[src/rtl/ahb_cmd_arbiter_pkg.sv]
// Shared types and constants for the two-requester AHB command arbiter.
package ahb_cmd_pkg;

  // Default number of WAIT cycles before a forced error response.
  localparam int unsigned TIMEOUT_DEFAULT = 64;

  // Arbiter FSM states.
  typedef enum logic [1:0] {
    ST_IDLE  = 2'd0,
    ST_ISSUE = 2'd1,
    ST_WAIT  = 2'd2,
    ST_RESP  = 2'd3
  } arb_state_e;

  // Requester identifier: 0 = r0, 1 = r1.
  typedef logic req_id_t;

endpackage

[src/rtl/ahb_cmd_arbiter_rr_arb2.sv]
// Two-way round-robin winner selection: a lone requester wins, and on a tie
// the requester that was not granted last wins.
module rr_arb2
  import ahb_cmd_pkg::*;
(
  input  logic [1:0] req,
  input  req_id_t    last_id,
  output req_id_t    grant_id,
  output logic       valid
);

  // Pick the winner from the request pair and the last-grant pointer.
  always_comb begin
    grant_id = 1'b0;
    valid    = 1'b0;
    case (req)
      2'b01: begin
        grant_id = 1'b0;
        valid    = 1'b1;
      end
      2'b10: begin
        grant_id = 1'b1;
        valid    = 1'b1;
      end
      2'b11: begin
        grant_id = ~last_id;
        valid    = 1'b1;
      end
      default: begin
        grant_id = 1'b0;
        valid    = 1'b0;
      end
    endcase
  end

endmodule

[src/rtl/ahb_cmd_arbiter.sv]
// Arbitrates two command requesters onto a single ahb_top command port.
// One transaction at a time: IDLE -> ISSUE -> WAIT -> RESP -> IDLE.
module ahb_cmd_arbiter
  import ahb_cmd_pkg::*;
#(
  parameter int unsigned TIMEOUT = TIMEOUT_DEFAULT
) (
  input  logic        hclk,
  input  logic        hreset,
  input  logic        r0_req,
  input  logic        r1_req,
  input  logic        r0_write,
  input  logic        r1_write,
  input  logic        r0_burst,
  input  logic        r1_burst,
  input  logic [31:0] r0_addr,
  input  logic [31:0] r1_addr,
  input  logic [31:0] r0_wdata,
  input  logic [31:0] r1_wdata,
  input  logic        r0_nonsec,
  input  logic        r1_nonsec,
  output logic        r0_done,
  output logic        r1_done,
  output logic        r0_error,
  output logic        r1_error,
  output logic [31:0] r0_rdata,
  output logic [31:0] r1_rdata,
  output logic        busy,
  output logic        cmd_start,
  output logic        cmd_write,
  output logic        cmd_burst,
  output logic        cmd_sec,
  output logic [31:0] cmd_addr,
  output logic [31:0] cmd_wdata,
  input  logic        cmd_done,
  input  logic        cmd_error,
  input  logic [31:0] cmd_rdata
);

  // Wide enough to hold TIMEOUT-1; the counter saturates there, so it never wraps.
  localparam int unsigned CNT_W = $clog2(TIMEOUT + 1);
  localparam logic [CNT_W-1:0] CNT_MAX = CNT_W'(TIMEOUT - 1);

  arb_state_e       state_q, state_d;
  req_id_t          last_q, last_d;
  req_id_t          gnt_q, gnt_d;
  logic             write_q, write_d;
  logic             burst_q, burst_d;
  logic             sec_q, sec_d;
  logic [31:0]      addr_q, addr_d;
  logic [31:0]      wdata_q, wdata_d;
  logic [31:0]      rdata_q, rdata_d;
  logic             err_q, err_d;
  logic [CNT_W-1:0] cnt_q, cnt_d;

  req_id_t arb_gnt_s;
  logic    arb_valid_s;

  rr_arb2 u_rr_arb2 (
    .req      ({r1_req, r0_req}),
    .last_id  (last_q),
    .grant_id (arb_gnt_s),
    .valid    (arb_valid_s)
  );

  // Next-state, field latching and timeout counting for the command FSM.
  always_comb begin
    state_d = state_q;
    last_d  = last_q;
    gnt_d   = gnt_q;
    write_d = write_q;
    burst_d = burst_q;
    sec_d   = sec_q;
    addr_d  = addr_q;
    wdata_d = wdata_q;
    rdata_d = rdata_q;
    err_d   = err_q;
    cnt_d   = cnt_q;
    case (state_q)
      ST_IDLE: begin
        if (arb_valid_s) begin
          gnt_d   = arb_gnt_s;
          write_d = arb_gnt_s ? r1_write  : r0_write;
          burst_d = arb_gnt_s ? r1_burst  : r0_burst;
          sec_d   = arb_gnt_s ? r1_nonsec : r0_nonsec;
          addr_d  = arb_gnt_s ? r1_addr   : r0_addr;
          wdata_d = arb_gnt_s ? r1_wdata  : r0_wdata;
          state_d = ST_ISSUE;
        end else begin
          state_d = ST_IDLE;
        end
      end
      ST_ISSUE: begin
        cnt_d   = {CNT_W{1'b0}};
        state_d = ST_WAIT;
      end
      ST_WAIT: begin
        if (cmd_done) begin
          rdata_d = cmd_rdata;
          err_d   = cmd_error;
          state_d = ST_RESP;
        end else if (cnt_q == CNT_MAX) begin
          rdata_d = 32'h0000_0000;
          err_d   = 1'b1;
          state_d = ST_RESP;
        end else begin
          cnt_d   = cnt_q + {{(CNT_W-1){1'b0}}, 1'b1};
        end
      end
      ST_RESP: begin
        last_d  = gnt_q;
        state_d = ST_IDLE;
      end
      default: begin
        state_d = ST_IDLE;
      end
    endcase
  end

  // State and datapath registers; reset leaves r0 preferred (last grant = r1).
  always_ff @(posedge hclk or posedge hreset) begin
    if (hreset) begin
      state_q <= ST_IDLE;
      last_q  <= 1'b1;
      gnt_q   <= 1'b0;
      write_q <= 1'b0;
      burst_q <= 1'b0;
      sec_q   <= 1'b0;
      addr_q  <= 32'h0000_0000;
      wdata_q <= 32'h0000_0000;
      rdata_q <= 32'h0000_0000;
      err_q   <= 1'b0;
      cnt_q   <= {CNT_W{1'b0}};
    end else begin
      state_q <= state_d;
      last_q  <= last_d;
      gnt_q   <= gnt_d;
      write_q <= write_d;
      burst_q <= burst_d;
      sec_q   <= sec_d;
      addr_q  <= addr_d;
      wdata_q <= wdata_d;
      rdata_q <= rdata_d;
      err_q   <= err_d;
      cnt_q   <= cnt_d;
    end
  end

  // Outputs are plain decodes of registered state; nothing reaches them from inputs.
  assign busy      = (state_q != ST_IDLE);
  assign cmd_start = (state_q == ST_ISSUE);
  assign cmd_burst = (state_q == ST_ISSUE) & burst_q;
  assign cmd_write = write_q;
  assign cmd_sec   = sec_q;
  assign cmd_addr  = addr_q;
  assign cmd_wdata = wdata_q;

  assign r0_done   = (state_q == ST_RESP) & (gnt_q == 1'b0);
  assign r1_done   = (state_q == ST_RESP) & (gnt_q == 1'b1);
  assign r0_error  = r0_done & err_q;
  assign r1_error  = r1_done & err_q;
  assign r0_rdata  = r0_done ? rdata_q : 32'h0000_0000;
  assign r1_rdata  = r1_done ? rdata_q : 32'h0000_0000;

endmodule

[config.mk]
export PLATFORM = sky130hd
export DESIGN_NAME = ahb_cmd_arbiter
export DESIGN_NICKNAME = d
export VERILOG_FILES = /design/src/rtl/ahb_cmd_arbiter_pkg.sv /design/src/rtl/ahb_cmd_arbiter_rr_arb2.sv /design/src/rtl/ahb_cmd_arbiter.sv
export SDC_FILE = /design/constraint.sdc
export NUM_CORES = 1
export LEC_CHECK = 0
export CAP_MARGIN = 25
export CELL_PAD_IN_SITES_DETAIL_PLACEMENT = 0
export CELL_PAD_IN_SITES_GLOBAL_PLACEMENT = 1
export CORE_AREA = 2 2 121 123
export CTS_CLUSTER_DIAMETER = 30
export DETAILED_ROUTE_END_ITERATION = 10
export DIE_AREA = 0 0 123 125
export DONT_BUFFER_PORTS = 1
export PLACE_DENSITY = 0.76
export SYNTH_ARGS = -nofsm -noshare
export SYNTH_HDL_FRONTEND = slang
export SYNTH_HIERARCHICAL = 1
export SYNTH_SLANG_ARGS = --single-unit
[constraint.sdc]
create_clock -name hclk -period 3.95 [get_ports hclk]
set_input_delay 0.5925 -clock hclk [delete_from_list [all_inputs] [get_ports hclk]]
set_output_delay 0.5925 -clock hclk [all_outputs]
set_load 0.02 [all_outputs]
==> results.md <==
- Ys Warns: 6
- Wire length on met3: 1.298 mm
- Port bufs: 0
- PwrDens: 859.3 nW/um^2
- Least-Margin Pin Slew: 0.9758 ns
- Gr ovfl total: 0
- CTS tree: yes
- Leakage: 2.676 nW
- Status: finished clean
- Util after Layout: 40.87%
- Max_slew headroom: 34.65%
- Metal2 WL: 6.622 mm
- Largest net degree at the start of global routing: 73
- Number of flops mapped to enable cells by yosys: 0
- M1 wire length: 5.127 mm
- Hold-fix buffer count after cts: 0
- Iteration-0 DRC Markers: 143
- Worst skew pair latency: 0.36 ns
- CORE AREA: 14200 sq um
- IO Count: 309
- Cell taking the most area after synthesis: dfrtp_1
- Commonest cells post-synth: dfrtp_1 (110), a21oi_1 (71), nor2_1 (70)
- CTS Buffer Depth: 2
- Post-Route Setup TNS: 0 ns
- Final min period: 2.670 ns
- Net Count, Synth: 690
- Die Span X: 123 um
- Hold Fails Final Rpt: 0
- Via count: 3746
- Standard-cell row count: 44
- DP Worst Slack: 1.629 ns
- Overall Power: 0.004989 W
- First-pass iteration count of the detailed router: 5
- Die H: 125 um
- R2R Path End: cmd_addr[1]
- Initial antenna violation count: 0
- Post-Syn Area: 5324 sq um
- TritonCTS Buffers: 9
- Final Cycle Share: 67.58%
- Area grow syn2layout: 9.048%
- Share of the synthesized area in the top cell type: 51.70%
- Die area: 15380 sq um
- Crit. End Element: primary output
- Initial Utilization: 37.48%
- Critical path required time: 3.36 ns
- Syn_area_per_cell: 10.40 sq um
- Setup violators final: 0
- Final Routed Wirelength: 13.40 mm
- Total GRT Usage: 16.98%
- # clock sinks: 111
- Top_reg_cell synth: dfrtp_1
- Worst r2r src: state_q[0]
- DRC viols: 0
- GP Congestion: 0.8148
- Global-route wire length before repair: 19.93 mm
- Post-DP HPWL: 9.896 mm
- Htree depth: 3
- Filler cell count: 1363
- Gates resized, CTS repair: 0
- Kind of critical path: flop to primary output
- Maximum VDD drop: 336.4 uV
- RSZ-0062 raised after global routing: no
- FF+latch count, synth: 111
- Post-DR vias/cell: 5.501
- Worst setup SP type: flop
- Final net count: 670
- Post-route setup slack: 1.281 ns
- Vias in the first global route: 3682
- Async S/R FF share, synth: 100.0%
- Hold crit path type: primary input to async pin
- Synth top area cells: dfrtp_1 (52%), mux2i_1 (13%), a21oi_1 (6.7%)
- Setup Skew: 0.01342 ns
- Max-cap violations: 0
- Setup slack, reg-to-reg: 1.87 ns
- Share of post-route cells with drive strength above 1: 7.646%
- CTS clk-pin slew, worst paths: 0.07 ns
- Post-synthesis sequential area ratio: 52.20%
- Wirelength per Cell: 19.67 um
- Final slew viol count: 0
- Crit-path max FO: 34
- Postcts setup bufs: 0
- Fmax: 374.6 MHz
- Post-Synthesis Cells: 512
- Most common cell in the netlist: dfrtp_1
- DR top layer: met4
- Worst r2r path cells: 6
- ANT nets after route: 0
- Library cells used by synthesis: 31
- Worst Path Arrival: 2.08 ns
- Root buffer cell: clkbuf_16
- Diode count: 0
report_power, final:
| group | switching [W] | internal [W] | leakage [nW] | total [W] |
|---|---|---|---|---|
| Clock | 0.000432 | 0.000454 | 0.137 | 0.000886 |
| Combinational | 0.00102 | 0.000607 | 1.25 | 0.00162 |
| Sequential | 0.000812 | 0.00167 | 1.29 | 0.00248 |
cells in the final DEF (no fill, tap or decap):
cell type and n:
dfstp_2 1, or3_1 1, and2_4 1, and3_1 33, ha_1 6, buf_4 10, a41oi_1 1, mux2i_1 69
inv_4 1, nor2b_2 1, mux2_2 4, a21oi_2 1, and3_4 1, and4b_1 1, a41o_1 1, inv_1 6
or2_1 1, a311o_1 2, dfrtp_1 110, a21boi_4 1, inv_6 1, o21ai_0 1, and2_1 36, nand3_1 4
nor2_1 70, clkbuf_8 1, clkbuf_16 9, nor2b_1 2, buf_16 1, nand2_1 5, or2b_1 1, a22o_1 33
nor4b_1 1, clkinv_4 2, a21oi_1 70, o211ai_1 2, clkinvlp_4 2, nand2b_1 1, o311ai_0 2, inv_8 1
stage by stage:
step           instances  hold slack, ns  area (sq um)
6_report             681          0.1442          5806
4_1_cts              681          0.1363          5806
3_5_place_dp         665          0.4889          5514
3_3_place_gp         664          0.4927          5487
2_1_floorplan        512          0.4714          5324
5_1_grt              681          0.1708          5806
worst max-delay path by stage:
stage / slack, ns / startpoint / depth (start not counted) / end
4_1_cts: 1.23 / state_q[1] / 3 / r0_rdata[27]
5_1_grt: 1.05 / state_q[1] / 3 / r0_error
3_3_place_gp: 1.74 / state_q[1] / 3 / r0_rdata[31]
2_1_floorplan: 0.43 / hreset / 1 / burst_q
3_5_place_dp: 1.63 / state_q[1] / 3 / r0_rdata[27]
6_report: 1.28 / state_q[1] / 3 / r0_rdata[27]
metal layers:
metal  vias to the layer above  global-route usage (%)
met5                         -                       0
met4                         0                   8.021
li1                       1758                       -
met1                      1762                   18.83
met3                        20                   5.885
met2                       206                   28.86
cell families (layout without fill, tap and decap cells):
group	after synthesis	in the layout	synth area share, %
and+or+nand+nor	159	159	15.30
AOI/OAI and AO/OA	114	114	13.68
DFF	111	111	52.20
adders and majority gates	6	6	1.410
buffers and inverters	49	34	3.596
muxes	73	73	13.82
area by class of cell:
cell class                      count  area [sq um]  area share (%)
Sequential cell                   111          2779           47.87
Multi-Input combinational cell    352          2374           40.88
Clock buffer                       10         239.0           4.116
Tap cell                          184         230.2           3.966
Timing Repair Buffer               11         102.6           1.767
Clock inverter                      6         52.55          0.9052
Inverter                            7         28.78          0.4957
critical path, stage by stage (launching register included):
cell and delay [ns]:
dfrtp_1 0.39, ha_1 0.17, nor2b_2 0.79, and2_1 0.37
registers in the layout, indices dropped and copies added (netlist names):
register and count:
state_q 2, cmd_write 1, cmd_addr 32, cnt_q 7, rdata_q 32, gnt_q 1, last_q 1, cmd_wdata 32
burst_q 1, err_q 1, cmd_sec 1
(Power assumes the default switching activity.)
